--- config.mk ---
export PLATFORM = sky130hd
export DESIGN_NAME = alu_share_arb
export DESIGN_NICKNAME = d
export VERILOG_FILES = /design/src/rtl/alu_arb_defs.sv /design/src/rtl/alu_exec_unit.sv /design/src/rtl/alu_share_arb.sv
export SDC_FILE = /design/constraint.sdc
export NUM_CORES = 1
export LEC_CHECK = 0
export ABC_CLOCK_PERIOD_IN_PS = 3800
export CORE_UTILIZATION = 50
export DETAILED_ROUTE_END_ITERATION = 12
export PLACE_DENSITY = 0.85
export SLEW_MARGIN = 20
export SYNTH_ARGS = -nofsm -noshare
export SYNTH_HDL_FRONTEND = slang
export SYNTH_SLANG_ARGS = --single-unit
--- constraint.sdc ---
create_clock -name clk -period 3.8 [get_ports clk]
set_input_delay 0.57 -clock clk [delete_from_list [all_inputs] [get_ports clk]]
set_output_delay 0.57 -clock clk [all_outputs]
set_load 0.005 [all_outputs]
--- src/rtl/alu_arb_defs.sv ---
// Shared definitions for the shared-ALU arbiter: opcode encodings and
// arbiter FSM state encodings.
package alu_arb_defs;

  localparam logic [2:0] OP_AND = 3'b000;
  localparam logic [2:0] OP_OR  = 3'b001;
  localparam logic [2:0] OP_ADD = 3'b010;
  localparam logic [2:0] OP_SUB = 3'b011;
  localparam logic [2:0] OP_XOR = 3'b100;
  localparam logic [2:0] OP_NOR = 3'b101;
  localparam logic [2:0] OP_SLT = 3'b110;
  localparam logic [2:0] OP_RSV = 3'b111;

  typedef enum logic [1:0] {
    S_IDLE = 2'd0,
    S_EXEC = 2'd1,
    S_RESP = 2'd2
  } state_t;

endpackage

--- src/rtl/alu_exec_unit.sv ---
// Combinational execute unit: op/a/b -> result, zero flag, reserved-op flag.
// All arithmetic wraps modulo 2^DW; SLT compares as signed values.
module alu_exec_unit
  import alu_arb_defs::*;
#(
  parameter int DW = 32
) (
  input  logic [2:0]    op,
  input  logic [DW-1:0] a,
  input  logic [DW-1:0] b,
  output logic [DW-1:0] result,
  output logic          zero,
  output logic          err
);

  // Opcode decode; the reserved opcode yields zero and flags an error
  always_comb begin
    result = '0;
    err    = 1'b0;
    case (op)
      OP_AND:  result = a & b;
      OP_OR:   result = a | b;
      OP_ADD:  result = a + b;
      OP_SUB:  result = a - b;
      OP_XOR:  result = a ^ b;
      OP_NOR:  result = ~(a | b);
      OP_SLT:  result = {{(DW-1){1'b0}}, ($signed(a) < $signed(b))};
      default: begin
        result = '0;
        err    = 1'b1;
      end
    endcase
    zero = (result == '0);
  end

endmodule

--- src/rtl/alu_share_arb.sv ---
// Round-robin arbiter sharing one execute unit among NREQ requesters.
// Single op in flight: IDLE (grant) -> EXEC (evaluate) -> RESP (hold result).
// Optional macro ALU_ARB_PERF_EN adds the perf_ops completed-op counter.
module alu_share_arb
  import alu_arb_defs::*;
#(
  parameter int NREQ = 4,
  parameter int IDW  = 2,
  parameter int DW   = 32
) (
  input  logic               clk,
  input  logic               rst,
  input  logic [NREQ-1:0]    req_valid,
  output logic [NREQ-1:0]    req_ready,
  input  logic [3*NREQ-1:0]  req_op,
  input  logic [DW*NREQ-1:0] req_a,
  input  logic [DW*NREQ-1:0] req_b,
  output logic               resp_valid,
  input  logic               resp_ready,
  output logic [IDW-1:0]     resp_id,
  output logic [DW-1:0]      resp_result,
  output logic               resp_zero,
  output logic               resp_err
`ifdef ALU_ARB_PERF_EN
  ,
  output logic [31:0]        perf_ops
`endif
);

  logic [2:0]    op_arr [NREQ];
  logic [DW-1:0] a_arr  [NREQ];
  logic [DW-1:0] b_arr  [NREQ];

  state_t        state_reg, state_next;
  logic [IDW-1:0] last_grant_reg;
  logic [IDW-1:0] grant;
  logic          any_valid;
  logic          accept;

  logic [2:0]    op_reg;
  logic [DW-1:0] a_reg, b_reg;
  logic [IDW-1:0] id_reg;

  logic [DW-1:0] exec_result;
  logic          exec_zero, exec_err;

  // Unpack the flat request buses into per-requester fields
  for (genvar gi = 0; gi < NREQ; gi++) begin : g_unpack
    assign op_arr[gi] = req_op[3*gi +: 3];
    assign a_arr[gi]  = req_a[DW*gi +: DW];
    assign b_arr[gi]  = req_b[DW*gi +: DW];
  end

  assign any_valid = |req_valid;
  assign accept    = (state_reg == S_IDLE) && any_valid && !rst;

  // Round-robin search from last_grant+1 upward; scanning from the far end
  // down lets the nearest valid requester overwrite the others
  always_comb begin
    grant = last_grant_reg;
    for (int k = NREQ; k >= 1; k--) begin
      if (req_valid[(int'(last_grant_reg) + k) % NREQ]) begin
        grant = IDW'((int'(last_grant_reg) + k) % NREQ);
      end
    end
  end

  // State register
  always_ff @(posedge clk) begin
    if (rst) state_reg <= S_IDLE;
    else     state_reg <= state_next;
  end

  // Next-state logic; IDLE is always visited between operations
  always_comb begin
    state_next = state_reg;
    case (state_reg)
      S_IDLE:  if (any_valid) state_next = S_EXEC;
      S_EXEC:  state_next = S_RESP;
      S_RESP:  if (resp_ready) state_next = S_IDLE;
      default: state_next = S_IDLE;
    endcase
  end

  // Output logic: one-hot accept strobe to the round-robin winner in IDLE
  always_comb begin
    req_ready = '0;
    if (accept) req_ready[grant] = 1'b1;
  end

  alu_exec_unit #(.DW(DW)) u_exec (
    .op     (op_reg),
    .a      (a_reg),
    .b      (b_reg),
    .result (exec_result),
    .zero   (exec_zero),
    .err    (exec_err)
  );

  // Operand latch on grant, result capture in EXEC, release on handshake
  always_ff @(posedge clk) begin
    if (rst) begin
      last_grant_reg <= IDW'(NREQ - 1);
      op_reg         <= '0;
      a_reg          <= '0;
      b_reg          <= '0;
      id_reg         <= '0;
      resp_valid     <= 1'b0;
      resp_id        <= '0;
      resp_result    <= '0;
      resp_zero      <= 1'b0;
      resp_err       <= 1'b0;
    end else begin
      if (state_reg == S_IDLE && any_valid) begin
        op_reg         <= op_arr[grant];
        a_reg          <= a_arr[grant];
        b_reg          <= b_arr[grant];
        id_reg         <= grant;
        last_grant_reg <= grant;
      end
      if (state_reg == S_EXEC) begin
        resp_valid  <= 1'b1;
        resp_id     <= id_reg;
        resp_result <= exec_result;
        resp_zero   <= exec_zero;
        resp_err    <= exec_err;
      end
      if (state_reg == S_RESP && resp_ready) begin
        resp_valid <= 1'b0;
      end
    end
  end

`ifdef ALU_ARB_PERF_EN
  logic [31:0] perf_ops_reg;

  // Completed-op counter, wraps naturally at 2^32
  always_ff @(posedge clk) begin
    if (rst)                           perf_ops_reg <= '0;
    else if (resp_valid && resp_ready) perf_ops_reg <= perf_ops_reg + 32'd1;
  end

  assign perf_ops = perf_ops_reg;
`endif

endmodule

Word level (Yosys, flattened, before mapping)
Index checks and enable logic that the tools add are counted.
Operators by class
  $add $sub $neg: 6
  $mul: 0
  divide/modulo/power cells: 0
  order comparisons: 8
  eq/ne operators: 10
  shift-type cells: 0
  multiplexer cells: 33
  bitwise logic cells: 9
  reduce and logical (&&, ||, !) cells: 16
Operator list (count)
  $pmux W32 S7: 1
  $bmux W32 S2: 2
  $mux W32: 4
  $add A32 B32 Y32: 1
  $and A32 B32 Y32: 1
  $logic_not A32 Y1: 1
  $lt A32 B32 Y1: 1
  $not A32 Y32: 1
  $or A32 B32 Y32: 1
  $sub A32 B32 Y32: 1
  $xor A32 B32 Y32: 1
  $lt A3 B4 Y1 const B: 4
  $mux W2: 6
  $mux W1: 10
  $reduce_or A2 Y1: 5
  $eq A3 B3 Y1 const B: 3
  $bmux W1 S2: 4
  $reduce_or A7 Y1: 1
  $bmux W3 S2: 1
  $eq A3 B2 Y1 const B: 2
  $mux W3: 2
  $pmux W2 S3: 1
  $add A2 B1 Y2 const B: 2
  $add A2 B2 Y2 const B: 2
  17 further kinds: 24
Storage, ports and cells
  flip-flop bits (word level): 110
  latch bits: 0
  memory bits (writable): 0
  bits in read-only memories: 0
  bits of input ports: 275
  logic and storage cells: 93
  memories: 0

Depth between registers and ports, before layout
  word-level depth: 15
  depth in mapped cells: 14
  depth with buffers taken out: 14

Cells and area by module
From an unflattened synthesis, not the netlist that was laid out.
Second synthesis, totals
  cell total of the unflattened synthesis: 1572
  area total of the unflattened synthesis: 11706.2 um2
Modules (own cells, without submodules)
  alu_share_arb: times used 1, cells an instance 730, area an instance 6098.3 um2, seq. area each 2202.1 um2
  alu_exec_unit: times used 1, cells an instance 842, area an instance 5607.9 um2, seq. area each 0.0 um2

Worst setup path after synthesis
OpenSTA, ideal clock, no wires.
  path kind: reg-to-reg
  from: register a_reg[0]
  to: register resp_zero
  library setup time: 0.059 ns
  data arrival time: 3.111 ns
  required time: 3.741 ns
  setup slack: 0.630 ns
  cell stages (with the launch flop): 15
  cell sequence: dfxtp_1 -> inv_1 -> ha_1 -> fa_1 -> or2_1 -> a2111oi_2 -> o221ai_1 -> nand4_1 -> a21oi_1 -> or4_1 -> a31oi_1 -> nand3_1 -> nor4_2 -> and4_1 -> a31o_1
Between the ends
  cells in the longest elaborated chain, start to end: 4
  elaborated cells on any way between the ends: 9
RTL lines
  start, declared: line alu_share_arb.sv:41  | logic [DW-1:0] a_reg, b_reg;
  start signal, assigned: line alu_share_arb.sv:116  | a_reg <= a_arr[grant];
  branches (longest 2 deep; another with $sub A32 B32 Y32)
  $pmux W32 S7 (*): line alu_exec_unit.sv:20  | case (op)
  $logic_not A32 Y1 (*): line alu_exec_unit.sv:33  | zero = (result == '0);
  end signal, assigned: line alu_share_arb.sv:125  | resp_zero <= exec_zero;
  end, declared: line alu_share_arb.sv:22  | output logic resp_zero,
Mark *: on every way between the ends.
A chain may end at the register's enable or synchronous reset.

Worst setup path in the final report
  from: register a_reg[1]
  to: register resp_zero
Same word-level chain as after synthesis.

==> flow_summary_export.csv <==
group,metric,value,unit
run_status,status,"finished, final reports clean",
run,drv_cap,0,
timing,finalSetupViolations,0,
global_routing,grt_max_degree,111,
floorplanning,coreArea,22700,um2
yosys,synth_cell_type_count,78,
floorplanning,row_count,55,
critical_path,worstPathRequired,4060,ps
detailed_routing,drt_iter0_markers,1315,
yosys,synth-seq-cells,110,
critical_path,slowest_stage,"dfxtp_1",
detailed_routing,avgRoutedWirePerCell,19.7,um
detailed_routing,postRouteAntennaNets,0,
yosys,synth-edff-count,0,
cells_and_area,drive_above_1_share,0.0692,
cells_and_area,finalNetCount,2322,
clock_tree,clockRootBuffer,"clkbuf_16",
power_and_ir_drop,power,0.00711,W
timing,hold_viol_final,0,
cells_and_area,fin_util,0.686,
floorplanning,dieHeight,154,um
critical_path,path_max_fanout,4,
clock_tree,cts_tree,"yes",
floorplanning,initial_core_util,0.511,
cells_and_area,insertedDiodeCount,0,
placement,hpwl,35.2,mm
timing,fmax,278,MHz
critical_path,path_buf_inv,2,
clock_tree,clockBufferDepth,2,
timing,finalSetupTns,0,ps
global_routing,grt-ovfl-total,0,
global_routing,grt_pass1_wl,68.9,mm
yosys,synth_ff_type,"dfxtp_1",
clock_tree,cts_buffers,9,
detailed_routing,route.detailed.drc,0,
yosys,synthCells,1689,
critical_path,r2r_setup_slack,200,ps
critical_path,cp.arrival,3850,ps
detailed_routing,drt-total-wl,44.1,mm
placement,place_congestion,1.08,
power_and_ir_drop,power.density,456,nW/um2
clock_tree,htree_levels,3,
detailed_routing,first_pass_iters,7,
timing,rsz0062_at_grt,"no",
placement,port_buffers,315,
critical_path,critical_path_class,"flop to flop",
critical_path,path_common_cell,"a211o_1",
critical_path,critical_path.cell_chain,"inv_1, ha_1, a211o_1, a211o_1, a211o_1, a31oi_1, buf_4, o31ai_1, nand2b_1, a21o_1, a21oi_1, nor4b_1, and4_1, a31o_1",
timing,period_needed,3600,ps
power_and_ir_drop,ir_worst_vdd,0.250,mV
yosys,async_flop_share,0,
critical_path,cpPeakStageDelay,400,ps
timing,finalCritPeriodShare,0.946,
critical_path,critPathLaunchType,"flop",
timing,max_slew_margin,0.500,
min_path,hold_class,"flop to flop",
yosys,avgSynthCellArea,6.87,um2
detailed_routing,vias,13800,
detailed_routing,viasPerCell,6.15,
global_routing,antenna_found_initial,0,
timing,finClkSkew,12.3,ps
clock_tree,clkSinkCount,110,
yosys,yosys.area.top_type,"dfxtp_1",
cells_and_area,fillerInstances,2001,
global_routing,grt_pass1_vias,12600,
floorplanning,io_pins,316,
yosys,syn-cell-area,11600,um2
timing,worst_slew_pin_slew,749,ps
yosys,synth_warnings,0,
cells_and_area,area_delta_synth_final,34.3,%
yosys,syn_nets,2066,
critical_path,endpoint_kind,"flop",
timing,slew_viol_final,0,
global_routing,track_usage,0.364,
clock_tree,clk_pin_slew,90,ps
yosys,yosys-top-cells-area,"dfxtp_1 (19%), ha_1 (11%), a21oi_1 (7.6%), a211oi_1 (7.1%), nand2_1 (6.8%)",
yosys,ys_seq_area_frac,0.190,
clock_tree,insertion_delay,370,ps
critical_path,critical-path-top-delay-family,"compound AO/OA/AOI/OAI gates",
power_and_ir_drop,leakagePower,6.09,nW
yosys,synth_top_cell_area_share,0.190,
floorplanning,die_area,23800,um2
floorplanning,die_w,154,um
timing repair:
item                       4_1_cts  5_1_grt
gates resized for setup          1       20
setup buffers                    0        1
setup endpoints to repair        1        2
pin swaps                        0        4
hold buffers                     0        0
through the flow:
stage / setup WS, ps / cell area [um2] / hold slack, ps / std cells
finish: 203 / 15600 / 456 / 2235
global route: 3.32 / 15600 / 481 / 2235
CTS: 45.9 / 15500 / 457 / 2234
detailed placement: 12.7 / 15200 / 443 / 2218
global placement: 111 / 15200 / 441 / 2218
floorplan: 630 / 11600 / 429 / 1689
cells in the final DEF (no fill, tap or decap), types with 7 or more instances in the layout:
cell type and n:
a211o_1 11, a211oi_1 107, a21o_1 16, a21oi_1 176, a311oi_1 73, a31oi_1 9
and2_1 69, and3_1 10, buf_4 61, clkbuf_16 9, clkdlybuf4s50_1 314, dfxtp_1 107
ha_1 95, inv_1 91, inv_2 7, mux2i_1 15, nand2_1 209, nand2b_1 23
nand3_1 17, nand4_1 13, nor2_1 188, nor2b_1 16, nor3_1 22, nor4_1 10
o211ai_1 15, o21ai_0 72, o21ai_1 9, o21bai_1 9, o22ai_1 8, o31ai_1 7
xnor2_1 23
synthesized netlist by cell type (all sizes together) (13+ instances only):
cell type and instances:
dfxtp 110, buf 31, nand2 209, a211oi 110, nor2 188, ha 100, a311oi 74, nor3 23
clkbuf 104, a21oi 177, nand2b 23, a21o 16, nor4 14, mux2i 15, xnor2 23, nand4 13
o211ai 15, inv 98, nor2b 18, and2 69, o21ai 82, nand3 17
cells by family after synthesis:
family | after synthesis | share of synthesized area
simple gates | 621 | 0.250
compound gates | 579 | 0.335
buf+inv | 233 | 0.0782
flops | 110 | 0.190
fa+ha+maj | 102 | 0.111
xor+xnor | 25 | 0.0189
mux | 19 | 0.0168
metal layers:
metal	vias to the layer above	routed length, um	global-route usage
met1	6380	19000	0.503
met4	0	1330	0.103
li1	6571	-	-
met2	693	19400	0.569
met5	-	0	0
met3	110	4380	0.0793
area by class of cell:
class | instances | area, um2 | area share
clock buffer | 9 | 225 | 0.0145
multi-input combinational | 1346 | 8640 | 0.555
timing repair buffer | 380 | 3700 | 0.237
sequential | 110 | 2210 | 0.142
inverter | 98 | 368 | 0.0236
clock inverter | 7 | 86.3 | 0.00554
tap | 285 | 357 | 0.0229
path summary, 6_finish.rpt:
| check | endpoint | startpoint | cells past startpoint |
|---|---|---|---|
| hold reg to reg | resp_result[3] | resp_result[3] | 2 |
| setup reg to reg | resp_zero | a_reg[1] | 14 |
| setup / recovery | resp_zero | a_reg[1] | 14 |
| hold / removal | resp_result[3] | resp_result[3] | 2 |
tightest hold or removal path: cells and delay by family, from the launching register on:
kind	cells	cell delay (ps)
simple gates	1	50
compound gates	1	50
flops	1	320
power breakdown:
part / leakage, nW / total [W] / internal, W / switching [W]
clock: 0.151 / 0.000979 / 0.000474 / 0.000504
combinational: 5.03 / 0.00457 / 0.00187 / 0.00271
sequential: 0.909 / 0.00155 / 0.00134 / 0.000217
No activity file was read; power rests on OpenSTA's default activity.
